**src/rtl/gray_fifo_wptr_ctrl.sv**
```systemverilog
// Write-side pointer controller for a dual-clock FIFO: gray write pointer, RAM
// write port, read-pointer synchroniser and full / almost-full / level flags.
module gray_fifo_wptr_ctrl #(
    parameter int ADDR_W      = 4,
    parameter int SYNC_STAGES = 2,
    parameter int AFULL_LEVEL = 2**ADDR_W - 1
) (
    input  logic              i_clk,
    input  logic              i_arst_n,
    input  logic              i_cg,
    input  logic              i_wrValid,
    output logic              o_wrReady,
    output logic              o_wrEn,
    output logic [ADDR_W-1:0] o_wrAddr,
    input  logic [ADDR_W:0]   i_rdGray,
    output logic [ADDR_W:0]   o_wrGray,
    output logic              o_full,
    output logic              o_afull,
    output logic [ADDR_W:0]   o_level
);

    localparam int PW = ADDR_W + 1;

    // Full when the write gray equals the synchronised read gray with its two
    // MSBs inverted (both bits when the pointer is only two bits wide).
    localparam logic [PW-1:0] FULL_MASK = PW'(3) << (PW - 2);
    localparam logic [PW-1:0] AFULL_THR = PW'(AFULL_LEVEL);

    function automatic logic [PW-1:0] bin2gray(input logic [PW-1:0] b);
        return b ^ (b >> 1);
    endfunction

    logic [PW-1:0]     wb_q, wb_d;
    logic [PW-1:0]     wg_q, wg_d;
    logic [ADDR_W-1:0] wr_addr_q, wr_addr_d;
    logic              full_q, full_d;
    logic              afull_q, afull_d;
    logic [PW-1:0]     level_q, level_d;
    logic [PW-1:0]     sync_q [SYNC_STAGES];
    logic [PW-1:0]     sync_d [SYNC_STAGES];

    logic [PW-1:0]     rs;
    logic [PW-1:0]     rb;
    logic              acc;

    assign acc = i_wrValid & ~full_q & i_cg;

    // Synchroniser chain: stage 0 is the CDC capture flop; only the last
    // stage is ever consumed.
    always_comb begin
        // NOTE: every variable gets a default before any condition so no
        // path leaves it unassigned, which would infer a latch.
        sync_d = sync_q;
        if (i_cg) begin
            sync_d[0] = i_rdGray;
            for (int k = 1; k < SYNC_STAGES; k++) begin
                sync_d[k] = sync_q[k-1];
            end
        end
    end

    assign rs = sync_q[SYNC_STAGES-1];

    // Gray to binary: each binary bit is the XOR of all gray bits at or above it.
    always_comb begin
        rb       = '0;
        rb[PW-1] = rs[PW-1];
        for (int i = PW - 2; i >= 0; i--) begin
            rb[i] = rb[i+1] ^ rs[i];
        end
    end

    always_comb begin
        wb_d      = wb_q;
        wg_d      = wg_q;
        wr_addr_d = wr_addr_q;
        full_d    = full_q;
        afull_d   = afull_q;
        level_d   = level_q;
        if (i_cg) begin
            wb_d      = acc ? wb_q + PW'(1) : wb_q;
            wg_d      = bin2gray(wb_d);
            wr_addr_d = wb_d[ADDR_W-1:0];
            full_d    = (wg_d == (rs ^ FULL_MASK));
            level_d   = wb_d - rb;
            afull_d   = (level_d >= AFULL_THR);
        end
    end

    always_ff @(posedge i_clk or negedge i_arst_n) begin
        if (!i_arst_n) begin
            wb_q      <= '0;
            wg_q      <= '0;
            wr_addr_q <= '0;
            full_q    <= 1'b0;
            afull_q   <= 1'b0;
            level_q   <= '0;
            // NOTE: the synchroniser array is reset like any other flop so a
            // stale read pointer can never survive a reset and fake a level.
            sync_q    <= '{default: '0};
        end else begin
            // NOTE: sequential state uses non-blocking assignments so every
            // flop samples the pre-edge value of its neighbours.
            wb_q      <= wb_d;
            wg_q      <= wg_d;
            wr_addr_q <= wr_addr_d;
            full_q    <= full_d;
            afull_q   <= afull_d;
            level_q   <= level_d;
            sync_q    <= sync_d;
        end
    end

    // The RAM strobe is killed while reset is low even though full_q is 0 then.
    assign o_wrEn    = acc & i_arst_n;
    assign o_wrReady = ~full_q;
    assign o_wrAddr  = wr_addr_q;
    assign o_wrGray  = wg_q;
    assign o_full    = full_q;
    assign o_afull   = afull_q;
    assign o_level   = level_q;

endmodule

```
**config.mk**
```make
export PLATFORM = sky130hd
export DESIGN_NAME = gray_fifo_wptr_ctrl
export DESIGN_NICKNAME = d
export VERILOG_FILES = /design/src/rtl/gray_fifo_wptr_ctrl.sv
export SDC_FILE = /design/constraint.sdc
export NUM_CORES = 1
export LEC_CHECK = 0
export BUFFER_PORTS_ARGS = -buffer_cell sky130_fd_sc_hd__buf_4
export CAP_MARGIN = 20
export CORE_AREA = 2 2 64 54
export CTS_CLUSTER_DIAMETER = 150
export DETAILED_ROUTE_END_ITERATION = 10
export DIE_AREA = 0 0 66 56
export PLACE_DENSITY = 0.69
export SLEW_MARGIN = 20
export SYNTH_ARGS = -nofsm -noshare
export SYNTH_HDL_FRONTEND = slang
export SYNTH_SLANG_ARGS = --single-unit
export TNS_END_PERCENT = 50
```
**constraint.sdc**
```tcl
create_clock -name i_clk -period 3.6 [get_ports i_clk]
set_clock_uncertainty 0.2 [all_clocks]
set_input_delay 1.08 -clock i_clk [delete_from_list [all_inputs] [get_ports i_clk]]
set_output_delay 1.08 -clock i_clk [all_outputs]
set_load 0.01 [all_outputs]
```
After elaboration in Yosys (flattened, before gate mapping)
Index checks and enable logic that the tools add are counted.
{ "word_totals": {"reg_bits": 31, "in_bits": 9, "output_inout_bits": 18} }
{ "classes": {"add_sub_neg": 2, "order_cmp": 1, "eq_ne": 1, "n_mux": 1, "n_bitwise": 10} }
{ "ops": {"columns": ["op", "n"], "rows": [
  ["$add 5x1->5 const B", 1],
  ["$eq 5x5->1", 1],
  ["$ge 5x4->1 const B", 1],
  ["$mux 5", 1],
  ["$sub 5x5->5", 1],
  ["$xor 5x4->5", 1],
  ["$xor 1x1->1", 4],
  ["$and 1x1->1", 3],
  ["$not 2->2", 1],
  ["$not 1->1", 1]
]} }

Logic depth before layout (Yosys ltp)
Gate-level depths: netlist (run 1).
{ "depth": {"word_depth": 6, "depth_mapped": 11, "depth_no_buf": 11} }

Worst setup path after synthesis (run 1)
OpenSTA, ideal clock, no wires.
{ "synth_timing": {"kind": "in2reg", "from": "input port i_wrValid", "to": "register afull_q, in the netlist o_afull", "setup_time_ns": 0.142, "arrival_ns": 2.700, "t_required_ns": 3.258, "slack_ns": 0.558, "cell_stages": 10, "path_buffers": 0, "path_cell_list": "nand3b_1 nand2_1 a21boi_1 inv_1 ha_1 nor2b_1 o21a_1 or3_1 nand4_1 a31oi_1"} }
{ "synth_between": {"elab_chain_cells": 5} }
{ "synth_rtl": {"columns": ["item", "line_no", "rtl"], "rows": [
  ["start: declaration", "11", "input logic i_wrValid,"],
  ["$and 1x1->1 (2 in series)", "46", "assign acc = i_wrValid & ~full_q & i_cg;"],
  ["$mux 5", "81", "wb_d = acc ? wb_q + PW'(1) : wb_q;"],
  ["$sub 5x5->5", "85", "level_d = wb_d - rb;"],
  ["$ge 5x4->1", "86", "afull_d = (level_d >= AFULL_THR);"],
  ["end signal: assignment", "108", "afull_q <= afull_d;"],
  ["end: declaration", "37", "logic afull_q, afull_d;"]
]} }
No other way between the ends.
A chain may end at the register's enable or synchronous reset.

Worst setup path in the final report (run 1)
{ "layout_timing": {"from": "input port i_cg", "to": "output port o_wrEn"} }
{ "layout_between": {"elab_chain_cells": 2} }
{ "layout_rtl": {"columns": ["item", "line_no", "rtl"], "rows": [
  ["start: declaration", "10", "input logic i_cg,"],
  ["$and 1x1->1", "46", null],
  ["$and 1x1->1", "115", "assign o_wrEn = acc & i_arst_n;"],
  ["end: declaration", "13", "output logic o_wrEn,"]
]} }
No other way between the ends.

==> results.cfg, run 1 <==
[run_status]
status = finished clean

[clock_tree]
cts-htree-levels = 1
cts_buffers = 3
cts-resized-gates = 0
clockRootBuffer = clkbuf_8
cts_tree = built
clk_latency_ns = 0.27
cts.sinks = 26
hold_buffers = 0
post_cts_buffers = 0
clk_transition_reported_paths_ns = 0.08
clk_path_buf_depth = 2

[timing]
fin_setup_tns_ns = 0
grt_setup_unrepaired = false
period_share_pct = 83.8
tightest_slew_ns = 0.337
finalHoldViolations = 0
maxSlewHeadroom_pct = 77.5
worst_hold_slack_ns = 0.302
fmax_mhz = 331
min_period_ns = 3.02
setup_viol = 0
maxSlewViolCount = 0

[floorplanning]
die_width_um = 66
dieArea_um2 = 3700
num_rows = 18
initial_utilization_pct = 48.5
die_h_um = 56
io_pins = 27
core_um2 = 3020

[global_route]
grt_overflow = 0
antenna_found_initial = 0
grtUsageTotal_pct = 16.4
grt_start_max_net_pins = 27
first_global_vias = 964
grt_pass1_wl_mm = 4.61

[finish]
nets = 174
syn2layout_area_growth_pct = 21.8
final_cells = 198
drive_gt1_share_pct = 32.3
n_antenna_cell = 0
final_area_um2 = 1780

[logic_synthesis]
synthArstFlopShare_pct = 100
synth_seq_cells = 26
yosys.area.top_type = dfrtp_1
synth_edf_count = 0
syn-num-nets = 142
synth_cells = 127
ys_warn_count = 0
ys_top_cells_by_area = dfrtp_1, mux2_2, xnor2_1
synth.avg_cell_area_um2 = 11.5
synth_top_area_share_pct = 44.4
yosysSeqAreaShare_pct = 44.4
synth.distinct_cells = 34
syn_area_um2 = 1470
synth_commonest_cells = dfrtp_1, inv_1, xnor2_1
synth_ff_type = dfrtp_1
yosysMostFrequentCell = dfrtp_1

[power_and_ir_drop]
p_comb_share_pct = 56.6
netSwitchingFraction_pct = 38.5
power.density_nw_per_um2 = 893
clockPowerShare_pct = 11.7
pwr-share-seq_pct = 31.7
p_switching_w = 0.000613
p_leak_nw = 0.850
ir_drop_uv = 532
internal_power_w = 0.000981

[place]
gp_congestion = 0.779
dp_cells = 194
io_buffers = 26
placed_cell_area_um2 = 1730
hpwlAfterDp_mm = 2.06

[routing]
avgViaCountPerCell = 4.99
vias = 988
ant_nets = 0
post_drt_wl_per_cell_um = 13.4
drt_first_pass_iters = 4
drtIter0Drc = 66
drc = 0
finalWirelength_mm = 2.65

[hold_path]
hold_path_class = reg -> reg
hold_depth = 2

[setup_path]
crit_fanout = 9
ff2ff_setup_slack_ns = 0.71
worstPathRequired_ns = 2.32
crit_arrival_ns = 1.74
crit_path_start_kind = input pin
end_kind = primary output
reg2reg_depth = 11
path_class = in -> out

[run]
max_cap_viol_count = 0
[kinds of logic (layout without fill, tap and decap cells)]
| kind of cell | after synthesis | in the layout | synth area share [%] |
|---|---|---|---|
| DFF | 26 | 26 | 44.4 |
| buffers and inverters | 17 | 48 | 4.36 |
| and+or+nand+nor | 25 | 25 | 10.7 |
| AOI/OAI and AO/OA | 16 | 16 | 6.83 |
| xor gates and xnor gates | 22 | 22 | 16.9 |
| muxes | 15 | 15 | 11.2 |
| adders and majority gates | 6 | 6 | 5.64 |
[flip-flops by register name, indices dropped and copies added, names as in the netlist]
signal and cells:
wb_q 5, sync_q 5, o_wrGray 4, o_afull 1
o_full 1, rs 5, o_level 5
[worst paths after layout]
kind                         endpoint      start
setup / recovery               o_wrEn       i_cg
hold / removal                  rs[4]  sync_q[9]
setup reg to reg              o_afull      rs[4]
hold reg to reg                 rs[4]  sync_q[9]
max in group asynchronous      o_full   i_arst_n
min in group asynchronous  o_level[0]   i_arst_n
[per-layer routing]
layer  track usage, %  part of all wire, %  wire [um]
met1             22.9                   48       1280
met2             25.1                   45       1190
met3             5.67                  6.2        164
met4             2.62                 0.53         14
met5                0                    0          0
[final cells by class]
cell class	instances	area, um^2
timing repair buffer	30	225
multi-input combinational	84	751
inverter	14	52.6
sequential	26	651
clock buffer	4	55.1
tap	40	50.0
fill	268	1230
[metrics by stage]
step / worst slack (ns) / power [W] / util (%)
2_1_floorplan: 0.558 / 0.00112 / -
3_3_place_gp: 0.409 / 0.00139 / 57.3
3_5_place_dp: 0.294 / 0.00142 / 57.3
4_1_cts: 0.582 / 0.00161 / 59.1
5_1_grt: 0.448 / 0.00174 / 59.1
6_report: 0.583 / 0.00159 / 59.1
[power by group through the flow]
| stage | registers [W] | clock network [W] | logic, W |
|---|---|---|---|
| after floorplan | 0.000536 | 0 | 0.000586 |
| after global placement | 0.000506 | 0 | 0.000884 |
| after detailed placement | 0.000511 | 0 | 0.000907 |
| after CTS | 0.000509 | 0.000191 | 0.000914 |
| after global routing | 0.000523 | 0.000203 | 0.00102 |
| final | 0.000506 | 0.000186 | 0.000902 |
[critical path: stages]
cell	delay, ns
buf_4	0.15
and3b_4	0.20
and2_1	0.17
buf_4	0.14
[cells in the final DEF (no fill, tap or decap), types with 2 or more instances in the layout]
cell type,n
ha_1,5
nand3_1,2
nor2b_1,5
xnor2_1,14
mux2_2,11
inv_1,14
clkbuf_8,4
nor2_1,6
a21oi_1,6
o21ai_0,5
buf_4,30
xor2_1,4
mux2i_1,4
nand2_1,3
dfrtp_1,26
No activity file was read; power rests on OpenSTA's default activity.
==> run 2, diff against run 1 <==
clock period = 2.8 ns   (was 3.6 ns; I/O delays follow)
==> run 2 against run 1 <==
Net effect: combinational power rose by 59%; largest cell class unchanged; hold slack worse by 0.0034 ns; die area unchanged; first-iteration DRC count is 36% lower; design area increased by 12%; via count is 8.7% higher; register-to-register slack worse by 0.57 ns.
==> results.cfg, run 2 (synthesized netlist as in run 1, its figures left out) <==
[finish]
syn2layout_area_growth_pct = 35.8
final_common_cell = buf_4
drive_gt1_share_pct = 44.9
final_cell_mix = buf_4, dfrtp_1, inv_1
final_area_um2 = 1990
nets = 194
n_antenna_cell = 0
utilization_pct = 65.9
nFillCells = 267
regArea_um2 = 651
multi_input_area_um2 = 806
final_cells = 218

[floorplanning]
io_pins = 27
dieArea_um2 = 3700
die_h_um = 56
num_rows = 18
initial_utilization_pct = 48.5
core_um2 = 3020
die_width_um = 66

[routing]
vias = 1074
drc = 0
avgViaCountPerCell = 4.93
drt_first_pass_iters = 4
ant_nets = 0
finalWirelength_mm = 3.15
post_drt_wl_per_cell_um = 14.4
drtIter0Drc = 42

[timing]
tightest_slew_ns = 0.336
maxSlewHeadroom_pct = 77.5
finalHoldViolations = 0
setup_viol = 0
period_share_pct = 95.5
maxSlewViolCount = 0
fmax_mhz = 374
min_period_ns = 2.67

[setup_path]
worstPathRequired_ns = 2.76
crit_arrival_ns = 2.63
reg2reg_depth = 11
crit_fanout = 3
rr_endpoint = o_afull
crit_path_start_kind = input pin
path_class = in -> reg
ff2ff_setup_slack_ns = 0.14
end_kind = flop
r2r-start = rs[3]

[run_status]
status = finished clean

[hold_path]
hold_path_class = reg -> reg
holdPathEnd = rs[4]
hp-start = sync_q[9]
hold_depth = 2

[place]
gp_congestion = 0.828
io_buffers = 26
dp_cells = 209
placed_cell_area_um2 = 1850
hpwlAfterDp_mm = 2.31

[clock_tree]
clk_path_buf_depth = 2
clk_transition_reported_paths_ns = 0.09
clockRootBuffer = clkbuf_8
cts_tree = built
cts-htree-levels = 1
cts.sinks = 26
clk_latency_ns = 0.27
cts_buffers = 3
hold_buffers = 0

[global_route]
grt_overflow = 0
antenna_found_initial = 0
grt_start_max_net_pins = 27
first_global_vias = 1145
grt_pass1_wl_mm = 5.47
grtUsageTotal_pct = 19.3

[power_and_ir_drop]
ir_drop_uv = 614
p_leak_nw = 0.965
power.density_nw_per_um2 = 1170

[run]
max_cap_viol_count = 0
==> run 2: changes by cell type in the layout (fill, tap and decap cells not counted), moves of 2 or more <==
cell	delta
xnor2_2	+2
buf_4	+20
xnor2_1	-2
xor2_2	+2
xor2_1	-2
==> run 2: worst max-delay path by stage <==
stage                    from         end  slack [ns]
floorplan           i_wrValid     o_afull        0.09
global placement    i_wrValid  o_level[3]        -0.1
detailed placement  i_wrValid  o_level[3]       -0.16
CTS                     rs[3]     o_afull       0.007
global route            rs[3]     o_afull       -0.02
finish                   i_cg     o_afull        0.13
==> run 2: report_power, final <==
part	leakage [nW]	internal (W)	total (W)	switching [W]
clock	0.0288	0.000126	0.000246	0.000120
sequential	0.308	0.000510	0.000649	0.000139
combinational	0.629	0.000801	0.00143	0.000633
==> run 2: metrics by stage <==
step | hold WS, ns | total power, W | worst slack, ns | TNS, ns
CTS | 0.306 | 0.00221 | 0.00698 | 0
finish | 0.298 | 0.00233 | 0.127 | 0
floorplan | 0.249 | 0.00145 | 0.0939 | 0
global route | 0.335 | 0.00253 | -0.0154 | -0.0187
global placement | 0.262 | 0.00191 | -0.0980 | -0.317
detailed placement | 0.285 | 0.00195 | -0.162 | -0.522
==> run 2: repair_timing <==
action                                  in CTS  in global routing
endpoints found under the setup margin       2                  4
hold endpoints to repair                     0                  0
setup buffers                                0                  5
resized for setup                            1                  9
pin swaps                                    0                  9
==> run 2: layer usage <==
| layer | up-vias | GRT usage, % | wire length (um) |
|---|---|---|---|
| met1 | 528 | 27.6 | 1450 |
| li1 | 522 | - | - |
| met5 | - | 0 | 0 |
| met4 | 0 | 6.71 | 47 |
| met3 | 5 | 3.04 | 112 |
| met2 | 19 | 29.7 | 1540 |
==> run 2: final cells by class <==
type | count | share of cell area, %
clock buffers | 4 | 2.77
inverters | 14 | 2.64
multi-input cells | 84 | 40.5
flip-flops and latches | 26 | 32.7
well taps | 40 | 2.52
repair buffers | 50 | 18.9
==> run 2: worst max-delay path, stage by stage <==
cell and delay [ns]:
buf_4 0.09, nand3b_1 0.14, buf_4 0.17, nand2_1 0.06
a21boi_4 0.18, inv_1 0.05, ha_1 0.25, nor2b_1 0.13
o21a_1 0.18, or3_4 0.34, nand4_1 0.11, a31oi_1 0.08
